--- src/rtl/pc_fetch_unit_if.sv ---
// Fetch-stage bus between the PC unit and the rest of the single-cycle core.
interface pc_fetch_unit_if;
  logic        stall;
  logic        branch_taken;
  logic [31:0] branch_offset;
  logic        jump;
  logic [25:0] jump_index;
  logic        jump_reg;
  logic [31:0] jr_target;
  logic [31:0] instruction;
  logic        restart;
  logic [31:0] pc;
  logic [31:0] pc_plus4;
  logic        fetch_valid;
  logic        halted;
  logic        misalign_trap;

  modport master (
    output stall, branch_taken, branch_offset, jump, jump_index, jump_reg, jr_target,
           instruction, restart,
    input  pc, pc_plus4, fetch_valid, halted, misalign_trap
  );

  modport slave (
    input  stall, branch_taken, branch_offset, jump, jump_index, jump_reg, jr_target,
           instruction, restart,
    output pc, pc_plus4, fetch_valid, halted, misalign_trap
  );
endinterface

--- src/rtl/pc_fetch_unit.sv ---
// Program counter / next-PC stage with halt detection and restart.
// Optional misaligned-JR trap enabled by defining PC_MISALIGN_TRAP_EN.
module pc_fetch_unit #(
  parameter logic [31:0] RESET_PC   = 32'h0000_0000,
  parameter logic [31:0] HALT_WORD  = 32'h0000_000C,
  parameter logic [31:0] EXC_VECTOR = 32'h0000_0080
) (
  input logic            clk,
  input logic            reset,
  pc_fetch_unit_if.slave bus
);

  typedef enum logic [1:0] {
    StBoot = 2'd0,
    StRun  = 2'd1,
    StHalt = 2'd2
  } state_t;

  state_t      state_q;
  logic [31:0] pc_q;
  logic [31:0] pc_plus4;
  logic [31:0] next_pc;
  logic        trap_q;

  always_comb begin
    pc_plus4 = pc_q + 32'd4;
    if (bus.jump_reg) begin
      next_pc = bus.jr_target & 32'hFFFF_FFFC;
    end else if (bus.jump) begin
      next_pc = {pc_plus4[31:28], bus.jump_index, 2'b00};
    end else if (bus.branch_taken) begin
      next_pc = pc_plus4 + (bus.branch_offset << 2);
    end else begin
      next_pc = pc_plus4;
    end
  end

  always_ff @(posedge clk) begin
    if (reset) begin
      pc_q    <= RESET_PC;
      state_q <= StBoot;
      trap_q  <= 1'b0;
    end else begin
      case (state_q)
        StBoot: state_q <= StRun;
        StRun: begin
          if (!bus.stall) begin
            if (bus.instruction == HALT_WORD) begin
              state_q <= StHalt;
            end
`ifdef PC_MISALIGN_TRAP_EN
            else if (bus.jump_reg && (bus.jr_target[1:0] != 2'b00)) begin
              pc_q   <= EXC_VECTOR;
              trap_q <= 1'b1;
            end
`endif
            else begin
              pc_q <= next_pc;
            end
          end
        end
        StHalt: begin
          if (bus.restart) begin
            pc_q    <= RESET_PC;
            state_q <= StRun;
          end
        end
        // Encoding 2'd3 is unreachable; recover through BOOT.
        default: state_q <= StBoot;
      endcase
    end
  end

`ifndef PC_MISALIGN_TRAP_EN
  logic unused_exc_vector;
  assign unused_exc_vector = ^{EXC_VECTOR, trap_q};
`endif

  assign bus.pc          = pc_q;
  assign bus.pc_plus4    = pc_plus4;
  assign bus.fetch_valid = (state_q == StRun);
  assign bus.halted      = (state_q == StHalt);
`ifdef PC_MISALIGN_TRAP_EN
  assign bus.misalign_trap = trap_q;
`else
  assign bus.misalign_trap = 1'b0;
`endif

endmodule

--- src/flat_wrapper.sv ---
// flat-port wrapper written by rule: the top's interface ports become plain ports
module pc_fetch_unit_flat 
#(
  parameter logic [31:0] RESET_PC   = 32'h0000_0000,
  parameter logic [31:0] HALT_WORD  = 32'h0000_000C,
  parameter logic [31:0] EXC_VECTOR = 32'h0000_0080
)
  (clk, reset, bus_stall, bus_branch_taken, bus_branch_offset, bus_jump, bus_jump_index, bus_jump_reg, bus_jr_target, bus_instruction, bus_restart, bus_pc, bus_pc_plus4, bus_fetch_valid, bus_halted, bus_misalign_trap);
  pc_fetch_unit_if bus_i ();
  input logic clk;
  input logic reset;
  input wire logic [$bits(bus_i.stall)-1:0] bus_stall;
  input wire logic [$bits(bus_i.branch_taken)-1:0] bus_branch_taken;
  input wire logic [$bits(bus_i.branch_offset)-1:0] bus_branch_offset;
  input wire logic [$bits(bus_i.jump)-1:0] bus_jump;
  input wire logic [$bits(bus_i.jump_index)-1:0] bus_jump_index;
  input wire logic [$bits(bus_i.jump_reg)-1:0] bus_jump_reg;
  input wire logic [$bits(bus_i.jr_target)-1:0] bus_jr_target;
  input wire logic [$bits(bus_i.instruction)-1:0] bus_instruction;
  input wire logic [$bits(bus_i.restart)-1:0] bus_restart;
  output wire logic [$bits(bus_i.pc)-1:0] bus_pc;
  output wire logic [$bits(bus_i.pc_plus4)-1:0] bus_pc_plus4;
  output wire logic [$bits(bus_i.fetch_valid)-1:0] bus_fetch_valid;
  output wire logic [$bits(bus_i.halted)-1:0] bus_halted;
  output wire logic [$bits(bus_i.misalign_trap)-1:0] bus_misalign_trap;
  assign bus_i.stall = bus_stall;
  assign bus_i.branch_taken = bus_branch_taken;
  assign bus_i.branch_offset = bus_branch_offset;
  assign bus_i.jump = bus_jump;
  assign bus_i.jump_index = bus_jump_index;
  assign bus_i.jump_reg = bus_jump_reg;
  assign bus_i.jr_target = bus_jr_target;
  assign bus_i.instruction = bus_instruction;
  assign bus_i.restart = bus_restart;
  assign bus_pc = bus_i.pc;
  assign bus_pc_plus4 = bus_i.pc_plus4;
  assign bus_fetch_valid = bus_i.fetch_valid;
  assign bus_halted = bus_i.halted;
  assign bus_misalign_trap = bus_i.misalign_trap;
  pc_fetch_unit #(.RESET_PC(RESET_PC), .HALT_WORD(HALT_WORD), .EXC_VECTOR(EXC_VECTOR)) u_core (.clk(clk), .reset(reset), .bus(bus_i));
endmodule
--- config.mk ---
export PLATFORM = sky130hd
export DESIGN_NAME = pc_fetch_unit_flat
export DESIGN_NICKNAME = d
export VERILOG_FILES = /design/src/rtl/pc_fetch_unit_if.sv /design/src/rtl/pc_fetch_unit.sv /design/src/flat_wrapper.sv
export SDC_FILE = /design/constraint.sdc
export NUM_CORES = 1
export LEC_CHECK = 0
export ABC_AREA = 1
export CAP_MARGIN = 20
export CORE_ASPECT_RATIO = 0.7
export CORE_UTILIZATION = 46
export CTS_BUF_LIST = sky130_fd_sc_hd__clkbuf_16
export DETAILED_ROUTE_END_ITERATION = 12
export PLACE_DENSITY = 0.9
export RECOVER_POWER = 25
export SETUP_SLACK_MARGIN = 0.2
export SYNTH_ARGS = -nofsm -noshare
export SYNTH_HDL_FRONTEND = slang
export SYNTH_SLANG_ARGS = --single-unit
--- constraint.sdc ---
create_clock -name clk -period 3.5 [get_ports clk]
set_clock_uncertainty 0.05 [all_clocks]
set_input_delay 0.7 -clock clk [delete_from_list [all_inputs] [get_ports clk]]
set_output_delay 0.7 -clock clk [all_outputs]
set_load 0.02 [all_outputs]
==> impl_metrics.py <==
metrics = {
    "global_route": {
        "grt_first_pass_wirelength_mm": 32.2,
        "grt_start_max_net_pins": 46,
        "grt_pass1_vias": 6433,
        "antenna_found_initial": 0,
        "grt-ovfl-total": 0,
        "gr-usage-all-layers": 0.346,
    },
    "power_and_ir_drop": {
        "clkPwrFrac": 0.190,
        "switching_share": 0.449,
        "peakVddDrop_uv": 248,
        "intPower_mw": 1.23,
        "power.density_nw_per_um2": 275,
        "power.switching_mw": 1.00,
        "p_seq_frac": 0.207,
        "leakage_nw": 3.94,
        "comb_power_share": 0.603,
    },
    "die": {
        "core_um2": 11100,
        "row_count": 32,
        "ios": 196,
        "die_x_um": 131,
        "die_h_um": 92.0,
        "initial_core_util": 0.478,
        "dieArea_um2": 12000,
    },
    "clock_tree": {
        "cts.reportedPaths.clkPinSlew_ps": 60,
        "h-tree-depth": 2,
        "cts_tree": "built",
        "clk_latency_ps": 280,
        "cts_sinks": 32,
        "clockBufferDepth": 2,
        "cts_root_buf": "clkbuf_16",
        "numCtsBuffers": 5,
    },
    "sta": {
        "finalSetupTns_ps": 0,
        "fmax_mhz": 311,
        "layout_min_cycle_time_ps": 3210,
        "fin_hold_ws_ps": 446,
        "final-max-slew-violation-count": 0,
        "hold_violations": 0,
        "tightest_slew_ps": 684,
        "setup_violations": 0,
        "fin_crit_sh": 0.917,
        "rsz0062_at_grt": "yes",
        "relSlewSlack": 0.544,
    },
    "worst_setup_path": {
        "crit_type": "flip-flop to flip-flop",
        "cp.arrival_ps": 3370,
        "cp-start-kind": "flip-flop",
        "ff2ff_path_depth": 23,
        "end_kind": "flip-flop",
        "crit_fanout": 5,
        "cp.required_ps": 3660,
    },
    "synthesis": {
        "synth_edf_count": 0,
        "yosysSeqAreaShare": 0.120,
        "synth_area_leaders": "nand2_1 (24%), dfxtp_1 (12%), inv_1 (9.6%)",
        "syn_inst": 1010,
        "synth_warnings": 0,
        "ys_ff_latch": 32,
        "syn_area_um2": 5320,
        "ys.flop_type": "dfxtp_1",
        "synth_top_cell_by_area": "nand2_1",
        "yosys.area.top_type_share": 0.237,
        "synth.distinct_cells": 39,
        "avgSynthCellArea_um2": 5.27,
        "async_flop_share": 0,
    },
    "route": {
        "routed_wl_mm": 21.9,
        "vias": 7396,
        "ant_nets": 0,
        "drc": 0,
        "drt_first_pass_iters": 5,
        "drt_iter0_markers": 767,
        "routedWlPerCell_um": 16.0,
        "viasPerCell": 5.41,
    },
    "placed_design": {
        "io_buffers": 186,
        "hpwl_mm": 17.3,
        "gp_congestion": 0.944,
    },
    "finish": {
        "fillers": 1005,
        "multiInputGateArea_um2": 4450,
        "layout_common_cells": "nand2_1 (317), clkdlybuf4s50_1 (164), inv_1 (132)",
        "utilization": 0.732,
        "final_common_cell": "nand2_1",
        "drive_gt1_frac": 0.145,
        "syn2layout_area_growth_pct": 53.0,
        "antenna_cells_inserted": 0,
        "nNetsFinal": 1380,
        "seq_area_um2": 669,
    },
    "status": {
        "status": "complete, no violations",
    },
    "hold_path": {
        "holdPathStages": 2,
        "hold_class": "flip-flop to flip-flop",
    },
    "flow_run": {
        "maxCapViolCount": 0,
    },
}
[flip-flops by register name, summed over array words and instances, names as in the netlist]
| register | flops |
|---|---|
| u_core.bus.pc | 30 |
| u_core.state_q | 2 |
[kinds of logic after synthesis]
group,share of synthesized area
simple gates,0.482
buf+inv,0.129
compound gates,0.139
fa+ha+maj,0.0884
flops,0.120
xor+xnor,0.0411
other cells,0.000704
[final timing paths]
check,start,endpoint,slack [ps]
max,u_core.bus.pc[10],u_core.bus.pc[23],290
min,u_core.bus.pc[18],u_core.bus.pc[18],450
max reg2reg,u_core.bus.pc[10],u_core.bus.pc[23],290
min reg2reg,u_core.bus.pc[18],u_core.bus.pc[18],450
[synthesized netlist by cell type (all sizes together), types with 2 or more instances]
master	count
nand2	343
inv	144
nor2	140
a21oi	81
nand3	72
ha	36
o21ai	36
dfxtp	32
clkbuf	20
xor2	17
nand4	16
nor3	14
buf	8
or2	8
xnor2	8
o211ai	7
a21o	6
o21bai	6
nand3b	4
clkinv	3
nor4	3
and2	2
[cell type report]
class / instances / area share
flip-flops and latches: 32 / 0.0822
well taps: 153 / 0.0235
clock buffers: 5 / 0.0154
repair buffers: 222 / 0.263
inverters: 147 / 0.0680
clock inverters: 3 / 0.00169
multi-input cells: 806 / 0.547
[critical path, stage by stage (launching register included)]
cell and delay [ps]:
dfxtp_2 330, buf_6 120, nand2_2 90, inv_1 80, nand4_1 80, nor2_1 90
nand4_1 180, xor2_2 290, inv_2 80, ha_1 290, nand2_2 70, nor2_1 110
buf_4 150, nand2_1 80, nor2_1 150, nand2_2 130, buf_4 170, nand4_1 90
nand3_1 110, nand2_1 110, nand2_1 70, nand2_1 60, nand2_1 60, a21oi_1 100
[metal layers]
layer  part of all wire  vias up  track usage  wire (um)
met2               0.43      460        0.513       9480
li1                   -     3591            -          -
met5                  0        -            0          0
met1               0.43     3281        0.511       9420
met4              0.026        0       0.0872        573
met3               0.11       64       0.0572       2450
[power by group through the flow]
stage	sequential (mW)	combinational, mW	clock, mW
after CTS	0.457	1.24	0.423
after floorplan	0.500	0.671	0
final	0.464	1.35	0.425
after global placement	0.462	1.21	0
after global routing	0.469	1.46	0.440
after detailed placement	0.463	1.23	0
[through the flow]
stage	setup WS, ps	cell area [um2]	power [mW]	instances
2_1_floorplan	283	5340	1.17	1014
3_5_place_dp	79.2	7480	1.69	1354
5_1_grt	111	8150	2.37	1368
4_1_cts	227	7630	2.12	1362
3_3_place_gp	199	7480	1.67	1354
6_report	290	8150	2.24	1368
[what timing repair did]
item,CTS,global route
pin swaps,0,19
hold buffers,0,0
gates resized for setup,3,119
setup buffers,0,6
setup endpoints to repair,4,22
Power figures use the tool's default switching activity.
